$ cat src/rtl/banco_registradores_pc_pkg.sv
// Shared constants for the register bank and its downstream 8:1 read multiplexer.
// Both blocks take their word width and select width from here so they cannot drift apart.
package banco_registradores_pc_pkg;

    localparam int unsigned LARGURA_PALAVRA   = 16;
    localparam int unsigned NUM_REGISTRADORES = 8;
    localparam int unsigned LARGURA_ENDERECO  = $clog2(NUM_REGISTRADORES);

    // R7 is the program counter.
    localparam logic [LARGURA_ENDERECO-1:0] INDICE_PC = 3'b111;

endpackage

$ cat src/rtl/banco_registradores_pc_registrador.sv
// registrador: LARGURA-bit D register with load enable and asynchronous active-high reset.
// Ports:
//   clock_i   rising-edge clock
//   reset_i   asynchronous reset, active-high; loads VALOR_RESET
//   carrega_i load enable, sampled on the rising edge
//   d_i       data loaded when carrega_i=1
//   q_o       current contents
module registrador #(
    parameter int unsigned         LARGURA     = 16,
    parameter logic [LARGURA-1:0]  VALOR_RESET = '0
) (
    input  logic               clock_i,
    input  logic               reset_i,
    input  logic               carrega_i,
    input  logic [LARGURA-1:0] d_i,
    output logic [LARGURA-1:0] q_o
);

    logic [LARGURA-1:0] valor_q;

    always_ff @(posedge clock_i or posedge reset_i) begin
        if (reset_i) begin
            valor_q <= VALOR_RESET;
        end else if (carrega_i) begin
            valor_q <= d_i;
        end
    end

    assign q_o = valor_q;

endmodule

$ cat src/rtl/banco_registradores_pc.sv
// banco_registradores_pc: storage stage of the register bank, eight registers R0..R7.
// R7 is also the program counter and can be incremented in place.
// Ports:
//   clock             rising-edge clock
//   reset             asynchronous, active-high; R0..R6 <- 0, R7 <- VALOR_RESET_PC
//   dado_entrada      write data
//   endereco_escrita  destination register index 0..7
//   habilita_escrita  write strobe
//   incrementa_pc     R7 <= R7 + PASSO_PC (a write to R7 on the same edge wins)
//   saida0..saida7    current contents of R0..R7
//   pc_atualizado     one-cycle pulse after any edge that wrote or incremented R7
module banco_registradores_pc
    import banco_registradores_pc_pkg::*;
#(
    parameter int unsigned        LARGURA        = LARGURA_PALAVRA,
    parameter logic [LARGURA-1:0] VALOR_RESET_PC = '0,
    parameter int unsigned        PASSO_PC       = 1
) (
    input  logic                        clock,
    input  logic                        reset,
    input  logic [LARGURA-1:0]          dado_entrada,
    input  logic [LARGURA_ENDERECO-1:0] endereco_escrita,
    input  logic                        habilita_escrita,
    input  logic                        incrementa_pc,
    output logic [LARGURA-1:0]          saida0,
    output logic [LARGURA-1:0]          saida1,
    output logic [LARGURA-1:0]          saida2,
    output logic [LARGURA-1:0]          saida3,
    output logic [LARGURA-1:0]          saida4,
    output logic [LARGURA-1:0]          saida5,
    output logic [LARGURA-1:0]          saida6,
    output logic [LARGURA-1:0]          saida7,
    output logic                        pc_atualizado
);

    logic [NUM_REGISTRADORES-1:0] escreve;
    logic [LARGURA-1:0]           valor [NUM_REGISTRADORES];
    logic [LARGURA-1:0]           pc_d;
    logic                         carrega_pc;
    logic                         pc_atualizado_q;
    logic                         pc_atualizado_d;

    // One-hot write decode; an unknown address matches no item and writes nothing.
    always_comb begin
        escreve = '0;
        if (habilita_escrita) begin
            case (endereco_escrita)
                3'd0:    escreve = 8'b0000_0001;
                3'd1:    escreve = 8'b0000_0010;
                3'd2:    escreve = 8'b0000_0100;
                3'd3:    escreve = 8'b0000_1000;
                3'd4:    escreve = 8'b0001_0000;
                3'd5:    escreve = 8'b0010_0000;
                3'd6:    escreve = 8'b0100_0000;
                3'd7:    escreve = 8'b1000_0000;
                default: escreve = '0;
            endcase
        end
    end

    // R7 next value: an explicit write takes priority over the increment.
    always_comb begin
        carrega_pc      = escreve[INDICE_PC] | incrementa_pc;
        pc_atualizado_d = carrega_pc;
        if (escreve[INDICE_PC]) begin
            pc_d = dado_entrada;
        end else begin
            pc_d = valor[INDICE_PC] + LARGURA'(PASSO_PC);
        end
    end

    for (genvar i = 0; i < NUM_REGISTRADORES - 1; i++) begin : g_gerais
        registrador #(
            .LARGURA     (LARGURA),
            .VALOR_RESET ('0)
        ) u_reg (
            .clock_i   (clock),
            .reset_i   (reset),
            .carrega_i (escreve[i]),
            .d_i       (dado_entrada),
            .q_o       (valor[i])
        );
    end

    registrador #(
        .LARGURA     (LARGURA),
        .VALOR_RESET (VALOR_RESET_PC)
    ) u_pc (
        .clock_i   (clock),
        .reset_i   (reset),
        .carrega_i (carrega_pc),
        .d_i       (pc_d),
        .q_o       (valor[INDICE_PC])
    );

    always_ff @(posedge clock or posedge reset) begin
        if (reset) begin
            pc_atualizado_q <= 1'b0;
        end else begin
            pc_atualizado_q <= pc_atualizado_d;
        end
    end

    assign saida0        = valor[0];
    assign saida1        = valor[1];
    assign saida2        = valor[2];
    assign saida3        = valor[3];
    assign saida4        = valor[4];
    assign saida5        = valor[5];
    assign saida6        = valor[6];
    assign saida7        = valor[7];
    assign pc_atualizado = pc_atualizado_q;

endmodule

$ cat config.mk
export PLATFORM = sky130hd
export DESIGN_NAME = banco_registradores_pc
export DESIGN_NICKNAME = d
export VERILOG_FILES = /design/src/rtl/banco_registradores_pc_pkg.sv /design/src/rtl/banco_registradores_pc_registrador.sv /design/src/rtl/banco_registradores_pc.sv
export SDC_FILE = /design/constraint.sdc
export NUM_CORES = 1
export LEC_CHECK = 0
export CAP_MARGIN = 0
export CORE_MARGIN = 5
export CORE_UTILIZATION = 51
export DETAILED_ROUTE_END_ITERATION = 12
export GPL_TIMING_DRIVEN = 1
export HOLD_SLACK_MARGIN = 0.06
export PLACE_DENSITY_LB_ADDON = 0.12
export SYNTH_ARGS = -nofsm -noshare
export SYNTH_HDL_FRONTEND = slang
export SYNTH_SLANG_ARGS = --single-unit
$ cat constraint.sdc
create_clock -name clock -period 10.55 [get_ports clock]
set_clock_uncertainty 0.1 [all_clocks]
set_input_delay 2.11 -clock clock [delete_from_list [all_inputs] [get_ports clock]]
set_output_delay 2.11 -clock clock [all_outputs]
set_load 0.005 [all_outputs]
# ---- Word-level counts from Yosys, hierarchy flattened
# Memory sizes are Yosys's and may differ from the RTL's.
# Cells that the tools add are included.
# Widths: inputs -> output; s select.
dict set report word_totals {
  romBits 64
  word_cells 14
  input_bits 23
  reg_bits 129
  mem_count 1
}
dict set report op_classes {
  addsub 1
  muxes 2
  bitwise_logic 1
}
# memory depth word_bits read_ports rd_clocked_by_memory_dff write_ports line
set mem_list {}
lappend mem_list {{(no name shown)} 8 8 1 0 0 banco_registradores_pc.sv:47} ;# case (endereco_escrita)
# operator n
set op_table {}
lappend op_table {{$add 16x1->16 const B} 1}
lappend op_table {{$mux 16} 1}
lappend op_table {{$mux 8} 1}
lappend op_table {{$or 1x1->1} 1}

# ---- Depth between registers and ports, before layout
# An unclocked memory read counts as a cell.
dict set report logic_depth {
  ltp_word 3
  depth_mapped 5
  mapped_depth_nobuf 5
}

# ---- Cells and area by module
# From an unflattened synthesis, not the netlist that was laid out.
dict set report hier_totals {
  cells_unflattened 377
  area_unflattened_um2 5816.8
}
# mod area_per_inst_um2 seq_area_each_um2 cells_each instances
set modules_own_cells {}
lappend modules_own_cells {registrador 653.1 400.4 35 8}
lappend modules_own_cells {banco_registradores_pc 591.8 25.0 97 1}

# ---- Least setup slack after synthesis
# No wires, ideal clock.
dict set report synth_path {
  kind {in2reg}
  from {input port endereco_escrita[1]}
  to {register g_gerais[1].u_reg.valor_q[0]}
  path_stages 5
  setup_slack_ps 6916
  n_path_buf 2
  arrival_time_ps 3409
  required_ps 10325
  cell_sequence {clkbuf_1 > nand2b_1 > nor3b_2 > buf_4 > mux2_2}
}
dict set report synth_via {
  elab_chain_cells 2
}
# element line
set synth_rtl {}
lappend synth_rtl {{start: declaration} banco_registradores_pc.sv:22} ;# input logic [LARGURA_ENDERECO-1:0] endereco_escrita,
lappend synth_rtl {{$mem_v2 8x8} --}
lappend synth_rtl {{$mux 8} banco_registradores_pc.sv:46} ;# if (habilita_escrita) begin
lappend synth_rtl {{end signal: assignment} banco_registradores_pc_registrador.sv:25} ;# valor_q <= d_i;
lappend synth_rtl {{end: declaration} banco_registradores_pc_registrador.sv:19} ;# logic [LARGURA-1:0] valor_q;
# Every way passes these cells.
# A chain may end at the register's enable or synchronous reset.

# ---- Worst setup path in the final report
dict set report layout_path {
  from {input port endereco_escrita[2]}
  to {register g_gerais[5].u_reg.valor_q[15]}
}
dict set report layout_via {
  elab_chain_cells 2
}
# element line
set layout_rtl {}
lappend layout_rtl {{$mem_v2 8x8} --}
lappend layout_rtl {{$mux 8} banco_registradores_pc.sv:46}
lappend layout_rtl {{end signal: assignment} banco_registradores_pc_registrador.sv:25}
lappend layout_rtl {{end: declaration} banco_registradores_pc_registrador.sv:19}
# Every way passes these cells.

==> impl_metrics.toml <==
[outcome]
status = "complete, no violations"

[sta]
rsz0062_at_grt = "no"
slew_violations = 0
setup_viol = 0
maxSlewHeadroom_pct = 31.2
tns_ns = 0
max_freq_mhz = 255
hold_viol = 0
period_needed_ns = 3.93
hold_slack_ns = 0.399
worstMarginPinSlew_ns = 1.03
period_share_pct = 37.2

[detailed_routing]
wl_per_cell_um = 20.0
firstDrtPassIters = 4
drc_errors = 0
drtAntennaViolNets = 0
drt_iter0_markers = 67
via_per_inst = 5.31
routed-via-count = 3496
drt-total-wl_um = 13200

[clock_tree]
cts_tree = "done"
insertion_delay_ns = 0.51
cts-root-buf = "clkbuf_8"
cts_repair_resize_count = 0
clk_pin_slew_ns = 0.06
cts_sinks = 129
cts_hold_buf = 0
htreeDepth = 4
clk_path_buf_depth = 2
cts_setup_buffers = 0
cts_buffers = 17

[yosys]
synth_top_area_cell = "dfrtp_1"
synthDominantCellAreaShare_pct = 63.0
synth_edf_count = 0
ys_top_cells_by_area = "dfrtp_1 63%, mux2_2 24%, xnor2_1 1.5%, a21oi_1 1.4%, nor2_1 1.2%"
synthTopCellsByCount = "129 x dfrtp_1, 108 x mux2_2, 17 x nor2_1"
synthDistinctLibCells = 31
ys_async_sr_fraction_pct = 100
ys_seq_area_share_pct = 63.0
syn_inst = 351
yosys_warnings = 0
synth.most_common_cell = "dfrtp_1"
synthesis.nets = 375
synth_area_um2 = 5120
synth-seq-cells = 129
synthFlopType = "dfrtp_1"
syn_area_per_cell_um2 = 14.6

[global_route]
grt_max_degree = 77
antenna_found_initial = 0
grt_pass1_wl_um = 20700
grt_pass1_vias = 3727
track_usage_pct = 23.3
grt_overflow = 0

[pwr]
p_leak_nw = 3.06
p_total_w = 0.00177
p_per_area_nw_per_um2 = 239
ir_drop_uv = 142

[flow_run]
cap_violations = 0

[setup_path]
end_kind = "flip-flop"
start_kind = "input port"
cp.arrival_ns = 4.22
worstPathRequired_ns = 10.84
crit_fanout = 17
r2r_cells = 4
worstPathCellList = "clkdlybuf4s50_1 > nand4b_1 > mux2_2"
worst-setup-path-type = "in2reg"
slowest_stage = "nand4b_1"
slowest_delay_ns = 0.86
worst-r2r-setup-slack_ns = 8.74

[placement]
placed_cells = 626
place.gp.congestion = 0.864
place.port_buffers = 151
dpl_cell_area_um2 = 6780
hpwl_um = 9030

[layout]
instances_no_fill = 658
final_area_um2 = 7380
antenna_cells = 0
synthToLayoutAreaGrowth_pct = 44.2
final_nets = 536
drive_gt1_share_pct = 28.8

[floorplan]
fp-row-count = 36
core_area_um2 = 9770
floorplan.initialDensity_pct = 52.4
die_x_um = 110
pin_count = 152
die_h_um = 110
die-area_um2 = 12100

[worst_hold_path]
hold_class = "reg2reg"
hold_depth = 2
==> registers in the layout, indices dropped and copies added, names as in the netlist <==
name and count:
g_gerais.u_reg.q_o 112, u_pc.q_o 16, pc_atualizado 1
==> placed cells by master (no fill, tap or decap), drive strengths merged, types with 5 or more instances in the layout <==
| master | count |
|---|---|
| nor2 | 17 |
| nand4 | 8 |
| buf | 6 |
| nor3 | 5 |
| clkbuf | 19 |
| xnor2 | 9 |
| clkinvlp | 7 |
| clkdlybuf4s50 | 151 |
| nand2 | 10 |
| dfrtp | 129 |
| mux2 | 109 |
| a21oi | 14 |
==> final timing paths <==
check                                     startpoint                   endpoint
max                              endereco_escrita[2]  g_gerais[5].u_reg.q_o[15]
max reg2reg                              u_pc.q_o[4]               u_pc.q_o[15]
min reg2reg                g_gerais[3].u_reg.q_o[13]  g_gerais[3].u_reg.q_o[13]
max in group asynchronous                      reset   g_gerais[3].u_reg.q_o[5]
min in group asynchronous                      reset   g_gerais[1].u_reg.q_o[1]
min                        g_gerais[3].u_reg.q_o[13]  g_gerais[3].u_reg.q_o[13]
==> metrics by stage <==
stage | worst slack, ns | util [%]
3_5_place_dp | 6.04 | 69.3
3_3_place_gp | 6.14 | 69.3
2_1_floorplan | 4.90 | -
5_1_grt | 6.52 | 75.6
6_report | 6.62 | 75.6
4_1_cts | 6.58 | 75.6
==> power by group <==
part	internal (W)	switching [W]	total (W)
combinational	0.000307	0.000153	0.000460
clock	0.000383	0.000211	0.000594
sequential	0.000615	0.0000958	0.000710
total	0.00131	0.000460	0.00177
==> metal layers <==
metal | part of all wire [%] | global-route usage (%)
met3 | 7.5 | 9.44
met2 | 50 | 37.2
met4 | 1.7 | 7.56
met5 | 0 | 0
met1 | 40 | 29.2
==> final cells by class <==
| cell class | instances | area (um2) |
|---|---|---|
| multi-input cells | 203 | 1810 |
| well taps | 133 | 166 |
| clock inverters | 13 | 188 |
| repair buffers | 157 | 1560 |
| inverters | 4 | 18.8 |
| fillers | 683 | 2390 |
| clock buffers | 19 | 422 |
| flip-flops and latches | 129 | 3230 |
==> worst max-delay path, delay by kind of cell <==
family | cells | cell delay, ns
simple gates | 1 | 0.86
buf+inv | 1 | 0.64
mux | 1 | 0.60
==> logic make-up (layout without fill, tap and decap cells) <==
| family | count (synthesis) | after routing | synth area share (%) |
|---|---|---|---|
| AOI/OAI and AO/OA | 21 | 21 | 2.17 |
| and+or+nand+nor | 58 | 58 | 6.45 |
| xor gates and xnor gates | 13 | 13 | 2.22 |
| muxes | 110 | 110 | 24.2 |
| DFF | 129 | 129 | 63.0 |
| adders and majority gates | 1 | 1 | 0.244 |
| buffers and inverters | 19 | 193 | 1.73 |
No activity file was read; power rests on OpenSTA's default activity.
